==> config.mk <==
export PLATFORM = sky130hd
export DESIGN_NAME = rxuart_flat
export DESIGN_NICKNAME = d
export VERILOG_FILES = /design/src/rtl/rxuart_if.sv /design/src/rtl/rxuart.sv /design/src/flat_wrapper.sv
export SDC_FILE = /design/constraint.sdc
export NUM_CORES = 1
export LEC_CHECK = 0
export CAP_MARGIN = 20
export CORE_MARGIN = 3
export CORE_UTILIZATION = 45
export CTS_CLUSTER_DIAMETER = 30
export CTS_CLUSTER_SIZE = 12
export DETAILED_ROUTE_END_ITERATION = 12
export GPL_TIMING_DRIVEN = 0
export HOLD_SLACK_MARGIN = 0.03
export PLACE_DENSITY_LB_ADDON = 0.25
export SETUP_SLACK_MARGIN = 0.1
export SLEW_MARGIN = 5
export SYNTH_ARGS = -nofsm -noshare
export SYNTH_HDL_FRONTEND = slang
export SYNTH_SLANG_ARGS = --single-unit
==> constraint.sdc <==
create_clock -name i_clk -period 3.18 [get_ports i_clk]
set_input_delay 0.636 -clock i_clk [delete_from_list [all_inputs] [get_ports i_clk]]
set_output_delay 0.636 -clock i_clk [all_outputs]
set_load 0.01 [all_outputs]
==> src/rtl/rxuart_if.sv <==
// rtl/rxuart_if.sv - received-byte bus between rxuart and its consumer
interface rxuart_if;
    logic       o_wr;
    logic [7:0] o_data;
    logic       o_frame_err;
    logic       o_busy;

    modport master (output o_wr, output o_data, output o_frame_err, output o_busy);
    modport slave  (input  o_wr, input  o_data, input  o_frame_err, input  o_busy);
endinterface

==> src/rtl/rxuart.sv <==
// rtl/rxuart.sv - 8N1 serial receiver, mid-bit sampling, one-cycle byte strobe
module rxuart #(
    parameter logic [23:0] CLOCKS_PER_BAUD = 24'd139
) (
    input  logic        i_clk,
    input  logic        i_reset,
    input  logic        i_uart_rx,
    rxuart_if.master    rx_if
);

    localparam logic [23:0] HALF = CLOCKS_PER_BAUD >> 1;

    typedef enum logic [3:0] {
        S_IDLE, S_START,
        S_BIT0, S_BIT1, S_BIT2, S_BIT3, S_BIT4, S_BIT5, S_BIT6, S_BIT7,
        S_STOP, S_BREAK
    } state_t;

    state_t      state, next_state;
    logic        rx_meta, rx_s;
    logic [23:0] counter;
    logic [7:0]  sreg;
    logic        load_half, load_baud, shift_en, wr_set, ferr_set;
    logic        sample;

    assign sample = (counter == 24'd0);

    always_ff @(posedge i_clk) begin
        if (i_reset) begin
            rx_meta <= 1'b1;
            rx_s    <= 1'b1;
        end else begin
            rx_meta <= i_uart_rx;
            rx_s    <= rx_meta;
        end
    end

    always_ff @(posedge i_clk) begin
        if (i_reset) state <= S_IDLE;
        else         state <= next_state;
    end

    always_comb begin
        next_state = state;
        load_half  = 1'b0;
        load_baud  = 1'b0;
        shift_en   = 1'b0;
        wr_set     = 1'b0;
        ferr_set   = 1'b0;
        case (state)
            S_IDLE: begin
                if (!rx_s) begin
                    next_state = S_START;
                    load_half  = 1'b1;
                end
            end
            S_START: begin
                if (sample) begin
                    if (!rx_s) begin
                        next_state = S_BIT0;
                        load_baud  = 1'b1;
                    end else begin
                        next_state = S_IDLE;
                    end
                end
            end
            S_BIT0, S_BIT1, S_BIT2, S_BIT3, S_BIT4, S_BIT5, S_BIT6, S_BIT7: begin
                if (sample) begin
                    shift_en   = 1'b1;
                    load_baud  = 1'b1;
                    next_state = state_t'(state + 4'd1);
                end
            end
            S_STOP: begin
                if (sample) begin
                    // Leaving at mid-stop leaves half a bit to catch a back-to-back start edge
                    if (rx_s) begin
                        wr_set     = 1'b1;
                        next_state = S_IDLE;
                    end else begin
                        ferr_set   = 1'b1;
                        next_state = S_BREAK;
                    end
                end
            end
            S_BREAK: begin
                if (rx_s) next_state = S_IDLE;
            end
            default: next_state = S_IDLE;
        endcase
    end

    always_ff @(posedge i_clk) begin
        if (i_reset) begin
            counter <= 24'd0;
        end else if (load_half) begin
            counter <= HALF - 24'd1;
        end else if (load_baud) begin
            counter <= CLOCKS_PER_BAUD - 24'd1;
        end else if (state != S_IDLE && state != S_BREAK && counter != 24'd0) begin
            counter <= counter - 24'd1;
        end
    end

    always_ff @(posedge i_clk) begin
        if (i_reset) begin
            sreg              <= 8'h00;
            rx_if.o_data      <= 8'h00;
            rx_if.o_wr        <= 1'b0;
            rx_if.o_frame_err <= 1'b0;
        end else begin
            if (shift_en) sreg <= {rx_s, sreg[7:1]};
            if (wr_set)   rx_if.o_data <= sreg;
            rx_if.o_wr        <= wr_set;
            rx_if.o_frame_err <= ferr_set;
        end
    end

    assign rx_if.o_busy = (state != S_IDLE);

endmodule

==> src/flat_wrapper.sv <==
// flat-port wrapper written by rule: the top's interface ports become plain ports
module rxuart_flat 
#(
    parameter logic [23:0] CLOCKS_PER_BAUD = 24'd139
)
  (i_clk, i_reset, i_uart_rx, rx_if_o_wr, rx_if_o_data, rx_if_o_frame_err, rx_if_o_busy);
  rxuart_if rx_if_i ();
  input  logic i_clk;
  input  logic i_reset;
  input  logic i_uart_rx;
  output wire logic [$bits(rx_if_i.o_wr)-1:0] rx_if_o_wr;
  output wire logic [$bits(rx_if_i.o_data)-1:0] rx_if_o_data;
  output wire logic [$bits(rx_if_i.o_frame_err)-1:0] rx_if_o_frame_err;
  output wire logic [$bits(rx_if_i.o_busy)-1:0] rx_if_o_busy;
  assign rx_if_o_wr = rx_if_i.o_wr;
  assign rx_if_o_data = rx_if_i.o_data;
  assign rx_if_o_frame_err = rx_if_i.o_frame_err;
  assign rx_if_o_busy = rx_if_i.o_busy;
  rxuart #(.CLOCKS_PER_BAUD(CLOCKS_PER_BAUD)) u_core (.i_clk(i_clk), .i_reset(i_reset), .i_uart_rx(i_uart_rx), .rx_if(rx_if_i));
endmodule
# --- Word level (Yosys, flattened, before mapping) ---
# Cells that the tools add are included.
classes:
  add_sub_neg: 2
  n_eq_ne: 17
  muxes: 20
  bitwise: 1
  n_reduce_logical: 13
ops:
  columns: ["operator", "n"]
  rows:
  - ["24-bit logical NOT", 1]
  - ["4-bit two-way mux", 6]
  - ["24-bit nonzero test", 1]
  - ["24-bit by 1-bit subtractor with 24-bit output (second input constant)", 1]
  - ["4-bit one-hot mux with 5 select lines", 1]
  - ["4-bit by 3-bit == test with 1-bit output (second input constant)", 4]
  - ["4-bit == test (second input constant)", 4]
  - ["8-bit two-way mux", 2]
  - ["4-bit by 2-bit == test with 1-bit output (second input constant)", 2]
  - ["1-bit two-way mux", 8]
  - ["2-bit by 1-bit inequality test with 1-bit output (second input constant)", 4]
  - ["8-bit OR reduction", 1]
  - ["7-bit two-way mux", 1]
  - ["5-bit AND reduction", 1]
  - ["4-bit by 1-bit adder with 4-bit output (second input constant)", 1]
  - ["4-bit by 1-bit == test with 1-bit output (second input constant)", 1]
  - ["4-bit logical NOT", 1]
  - ["4-bit inequality test (second input constant)", 1]
  - ["4-bit nonzero test", 1]
  - ["2-bit OR reduction", 2]
  - ["3-bit nonzero test", 1]
  - ["3-bit OR reduction", 1]
  - ["1-bit logical AND", 2]
  - ["2-bit two-way mux", 1]
  - ["other kinds (4)", 4]
word_totals:
  ff_bits: 48
  in_bits: 3
  out_inout_bits: 11
  elab_cells: 63

# --- Depth between registers and ports, before layout ---
depth:
  ltp_word: 6
  depth_mapped: 9

# --- Least setup slack after synthesis ---
# OpenSTA, ideal clock, no wires.
synth_path:
  kind: "register to register"
  start: "register u_core.counter[10]"
  end: "register u_core.rx_if.o_data[0]"
  setup_time_ns: 0.128
  arrival_time_ns: 1.883
  required_ns: 3.052
  path_slack_ns: 1.169
  stages_incl_launch_ff: 8
  n_path_buf: 2
  path_cell_list: "dfxtp_1 > nor4_2 > nand4b_2 > clkbuf_1 > nor4b_2 > buf_4 > mux2i_1 > nor2_1"
synth_between:
  elab_chain_cells: 3
synth_lines:
  columns: ["element", "line", "rtl"]
  rows:
  - ["from (decl)", "rxuart.sv:21", "logic [23:0] counter;"]
  - ["from (signal assigned)", "rxuart.sv:97", "counter <= HALF - 24'd1;"]
  - ["from (signal assigned)", "rxuart.sv:99", "counter <= CLOCKS_PER_BAUD - 24'd1;"]
  - ["from (signal assigned)", "rxuart.sv:101", "counter <= counter - 24'd1;"]
  - ["24-bit logical NOT", "rxuart.sv:26", "assign sample = (counter == 24'd0);"]
  - ["1-bit two-way mux", "rxuart.sv:75", "if (sample) begin"]
  - ["1-bit two-way mux", "rxuart.sv:50", "case (state)"]
  - ["to (signal assigned)", "rxuart.sv:113", "if (wr_set) rx_if.o_data <= sreg;"]
  - ["to (decl)", "rxuart_if.sv:8", "modport master (output o_wr, output o_data, output o_frame_err, output o_busy);"]
# Every way passes these cells.
# A chain may end at the register's enable or synchronous reset.

# --- Final worst setup path ---
layout_path:
  start: "register u_core.state[2]"
  end: "output rx_if_o_busy"
layout_between:
  elab_chain_cells: 1
layout_lines:
  columns: ["element", "line", "rtl"]
  rows:
  - ["from (decl)", "rxuart.sv:19", "state_t state, next_state;"]
  - ["from (signal assigned)", "rxuart.sv:40", "else state <= next_state;"]
  - ["4-bit nonzero test", "rxuart.sv:119", "assign rx_if.o_busy = (state != S_IDLE);"]
  - ["to (decl)", "flat_wrapper.sv:14", "output wire logic [$bits(rx_if_i.o_busy)-1:0] rx_if_o_busy;"]
# Every way passes these cells.

==> summary.txt <==
post-synthesis cell count: 262
clk slew on worst S/H paths: 0.09 ns
min setup slack post-route: 0.7285 ns
CP startpoint kind: register
Antenna Cells: 0
number of flops mapped to enable cells by yosys: 0
GRT Residual Overflow: 0
DRT Pass-1 Iters: 4
status: finished clean
Worst R2R Path Depth: 9
Setup TNS: 0 ns
die footprint: 6320 um2
Tightest Pin Transition: 0.7091 ns
slowest CP cell: clkdlybuf4s50_1
CP Cell Sequence: clkbuf_1 -> inv_1 -> nand3_1 -> clkdlybuf4s50_1
post-synthesis cell area: 2431 um2
largest net degree at the start of global routing: 17
skew final: 0.01006 ns
hold-fix buffer count after cts: 0
dpl hpwl: 3.681 mm
drt initial violations: 108
site row count: 26
chip height: 79.50 um
PortBufs: 12
CORE AREA: 5172 um2
Post-CTS Resized: 0
sequential share of the synthesized area: 39.53%
Top-Level Pins: 14
clock sink total: 48
Rel. slew slack: 52.37%
WL/cell: 14.68 um
unrepaired setup endpoints after global routing: false
Hold WC Path Type: register to register
CTS H-tree depth: 2
crit path capture type: output pin
Seq cells post-synth: 48
CP Launch Point: u_core.state[2]
# fillers: 492
Unique masters post-synth: 52
Root Driver: clkbuf_8
CP endpoint: rx_if_o_busy
R2R setup slack: 0.78 ns
Max-Cap Viols: 0
crit share post-route: 77.09%
Initial Util: 47.00%
Reg2Reg Capture Point: u_core.counter[20]
CTS buffer count: 5
vias in the first global route: 1857
initial antenna violation count: 0
worst endpoint required time: 2.54 ns
Synth Area per Inst: 9.279 um2
most used flip-flop cell after synthesis: dfxtp_1
fin crit period: 2.451 ns
# DRC: 0
Ys Warns: 0
GRT Overall Usage: 17.30%
Max stage delay on crit path: 0.55 ns
Max clock buf depth: 2
final net count: 290
Hold Violations, Final: 0
pre-CTS setup slack: 0.8034 ns
post-route ant nets: 0
Post-CTS Setup Inserts: 0
crit path kind: register to output pin
Post-Syn Nets: 271
f_max: 0.4079 GHz
CP arrival: 1.82 ns
share of cells above drive strength 1: 10.64%
Final Max Tran Viols: 0
RR Startpoint: u_core.state[0]
DR vias/cell: 5.719
final setup vio count: 0
FFs w/ async S/R, synth: 0%
Via Count: 2013
RePlAce Congestion: 0.9557
CTS tree: done
floorplan die width: 79.50 um
clock latency on the worst-skew pair: 0.31 ns
worst-path maximum fanout: 10
first-pass GRT wire length: 8.776 mm
Area Overhead vs Synth: 13.33%
Routed Wire Length: 5.167 mm
## kinds of logic (layout without fill, tap and decap cells)
family | count (synthesis) | count (layout) | synth area share (%)
flip-flops | 48 | 48 | 39.53
adder cells (fa/ha/maj) | 6 | 6 | 3.088
AO/OA/AOI/OAI | 65 | 65 | 17.55
multiplexers | 17 | 17 | 6.999
XOR/XNOR | 4 | 4 | 1.441
buffers and inverters | 20 | 40 | 3.397
AND/OR/NAND/NOR | 102 | 102 | 28.00
## critical path: cells and delay by family, from the launching register on
family	cells	cell delay [ns]
buffers and inverters	3	1.03
flip-flops	1	0.33
AND/OR/NAND/NOR	1	0.15
## metrics by stage
step / cells / hold slack (ns) / utilization, % / area, um2
3_3_place_gp: 344 / 0.3905 / 51.02 / 2639
6_report: 352 / 0.4149 / 53.27 / 2755
2_1_floorplan: 262 / 0.3895 / - / 2431
5_1_grt: 352 / 0.4247 / 53.27 / 2755
3_5_place_dp: 344 / 0.3954 / 51.02 / 2639
4_1_cts: 352 / 0.4183 / 53.27 / 2755
## final cells by class
class	instances	area, um2	share of cell area [%]
sequential	48	960.9	34.88
multi-input combinational	194	1388	50.36
inverter	8	30.03	1.090
clock buffer	5	68.82	2.498
tap	70	87.58	3.179
timing repair buffer	12	120.1	4.360
clock inverter	3	47.55	1.726
buffer	12	52.55	1.907
## cell usage after synthesis, drive strengths merged, types with 2 or more instances
master / n / share of area, %
clkbuf: 8 / 1.2
nand4b: 2 / 1.6
inv: 8 / 1.2
o21ai: 5 / 1.2
ha: 6 / 3.1
nor4: 4 / 2.5
dfxtp: 48 / 40
or4: 10 / 3.2
o31ai: 12 / 3.7
and4b: 2 / 0.82
or4b: 4 / 1.6
nand3: 8 / 1.6
nor2b: 2 / 0.51
nand2: 8 / 1.2
o41ai: 6 / 2.2
nand2b: 5 / 1.6
nand3b: 3 / 0.93
mux2i: 17 / 7.0
o211ai: 5 / 1.7
xor2: 3 / 1.1
nor2: 25 / 3.9
a31oi: 4 / 1.0
and4: 2 / 0.72
a21oi: 25 / 5.1
or2: 7 / 1.8
buf: 4 / 0.93
nor3: 8 / 2.3
nor3b: 2 / 0.62
or3: 7 / 1.8
and3: 2 / 0.51
## worst min-delay path by stage
stage	start	to	slack, ns	cells after the start
2_1_floorplan	u_core.rx_meta	u_core.rx_s	0.39	1
3_3_place_gp	u_core.rx_meta	u_core.rx_s	0.39	1
3_5_place_dp	u_core.rx_meta	u_core.rx_s	0.40	1
4_1_cts	u_core.rx_meta	u_core.rx_s	0.42	1
5_1_grt	u_core.rx_meta	u_core.rx_s	0.42	1
6_report	u_core.rx_meta	u_core.rx_s	0.41	1
## layout by cell type, fill, tap and decap left out, types with 8 or more instances in the layout
master and instances:
mux2i_1 17, inv_1 8, a21oi_1 25, clkdlybuf4s50_1 12, nand3_1 8, dfxtp_1 48
nor2_1 25, or4_1 9, clkbuf_1 8, o31ai_1 12, nand2_1 8
## metal layers
| metal | share of wire [%] | vias up | wire [um] | track usage (%) |
|---|---|---|---|---|
| met2 | 45 | 29 | 2345 | 27.05 |
| li1 | - | 1016 | - | - |
| met3 | 2.7 | 6 | 140 | 3.725 |
| met4 | 1.1 | 0 | 56 | 4.639 |
| met1 | 51 | 962 | 2625 | 24.05 |
| met5 | 0 | - | 0 | 0 |
## registers in the layout, indices dropped and copies added, names as in the netlist
name and flops:
u_core.counter 24, u_core.rx_if.o_data 8, u_core.rx_if.o_frame_err 1, u_core.rx_if.o_wr 1
u_core.rx_meta 1, u_core.rx_s 1, u_core.sreg 8, u_core.state 4
Power is not shown: default switching activity piles up to over one toggle a cycle in this logic, so the estimate is an artifact.
==> patch (same settings) <==
Register the input `i_uart_rx` before use, with the module's reset. The logic sees it one clock later. The other inputs are not delayed to match.
--- a/src/rtl/rxuart.sv
+++ b/src/rtl/rxuart.sv
@@ -16,6 +16,16 @@
         S_STOP, S_BREAK
     } state_t;
 
+    logic i_uart_rx_q;
+
+    always_ff @(posedge i_clk) begin
+        if (i_reset) begin
+            i_uart_rx_q <= '0;
+        end else begin
+            i_uart_rx_q <= i_uart_rx;
+        end
+    end
+
     state_t      state, next_state;
     logic        rx_meta, rx_s;
     logic [23:0] counter;
@@ -30,7 +40,7 @@
             rx_meta <= 1'b1;
             rx_s    <= 1'b1;
         end else begin
-            rx_meta <= i_uart_rx;
+            rx_meta <= i_uart_rx_q;
             rx_s    <= rx_meta;
         end
     end
Formal check against the unedited RTL: not equivalent (a bounded check fails within 4 cycles, from zero or initial values and one cycle with i_reset high).
==> patch against the unedited design <==
Wire length grew 6.7%; area after synthesis shrank 0.26%; non-clock buffer count grew 4; die area shrank 0.24%; sequential share of layout area grew 1.0 points; cell area shrank 0.82%; synthesized cell count grew 7.6%; setup slack lost 470 ps; sequential cell count grew 1; critical path type unchanged; critical endpoint unchanged; largest cell class unchanged.
Power is left out: the tool's default activity adds up to more than one toggle a clock period on the data nets, which glitch-free logic cannot reach.
==> patch: results <==
group,metric,value,unit
layout,fill_cells,481,
yosys,syn_nets,291,
timing,tightest_slew,1031,ps
setup_path,regToRegStartpoint,"u_core.counter[12]",
routing,vias_per_cell,5.962,
yosys,yosysSeqAreaShare,40.45,%
yosys,synth_cell_types,42,
setup_path,rr_worst_depth,7,
cts,cts_setup_buffers,0,
layout,drive_gt1_share,9.603,%
global_routing,grt_pass1_wl,9397,µm
yosys,synth-adder-area-share,3.096,%
layout,nNetsFinal,310,
setup_path,regToRegEndpoint,"u_core.counter[7]",
status,status,"complete, no violations",
setup_path,critPathLaunch,"u_core.state[0]",
setup_path,cpPeakStageDelay,490,ps
place,place.gp.congestion,0.8400,
setup_path,slowest_stage,"or3b_2",
routing,wl,5513,µm
setup_path,r2r_slack,320,ps
global_routing,grt_use_total,18.67,%
yosys,ys_top_cells_by_count,"dfxtp_1, a21oi_1, nor2_1, or4_1, nand2_1",
global_routing,grt_max_degree,18,
timing,fin_worst_skew,7.747,ps
global_routing,grt_pass1_vias,2011,
routing,drt_iter0_markers,99,
yosys,netlist_top_cells_area,"dfxtp_1, a21oi_1, or4_1",
yosys,synth_xor_xnor_area_share,0.3612,%
setup_path,cp.arrival,2280,ps
place,dp_hpwl,3894,µm
yosys,synth.mux.area_fraction,4.128,%
[patch: metal layers]
metal	vias up	global-route usage, %	part of all wire, %	wire length [µm]
met2	44	31.90	48	2629
li1	1102	-	-	-
met3	9	3.386	3.6	197
met4	0	5.670	1.5	84
met5	-	0	0	0
met1	1063	23.89	47	2601
[patch: area by class of cell]
class	instances	area share, %
Multi-Input combinational cell	211	49.73
Inverter	6	0.8242
Clock inverter	3	0.9158
Buffer	16	2.518
Sequential cell	49	35.90
Timing Repair Buffer	12	4.396
Clock buffer	5	2.518
Tap cell	70	3.205
[patch: metrics by stage]
stage	cell area [µm²]	hold slack, ps	std cells	worst slack (ps)	utilization [%]
detailed placement	2633	398.2	364	371.9	50.90
floorplan	2425	389.5	282	811.0	-
finish	2733	416.2	372	263.0	52.83
CTS	2726	420.8	372	268.1	52.71
global route	2733	447.0	372	113.9	52.83
global placement	2633	391.9	364	365.9	50.90
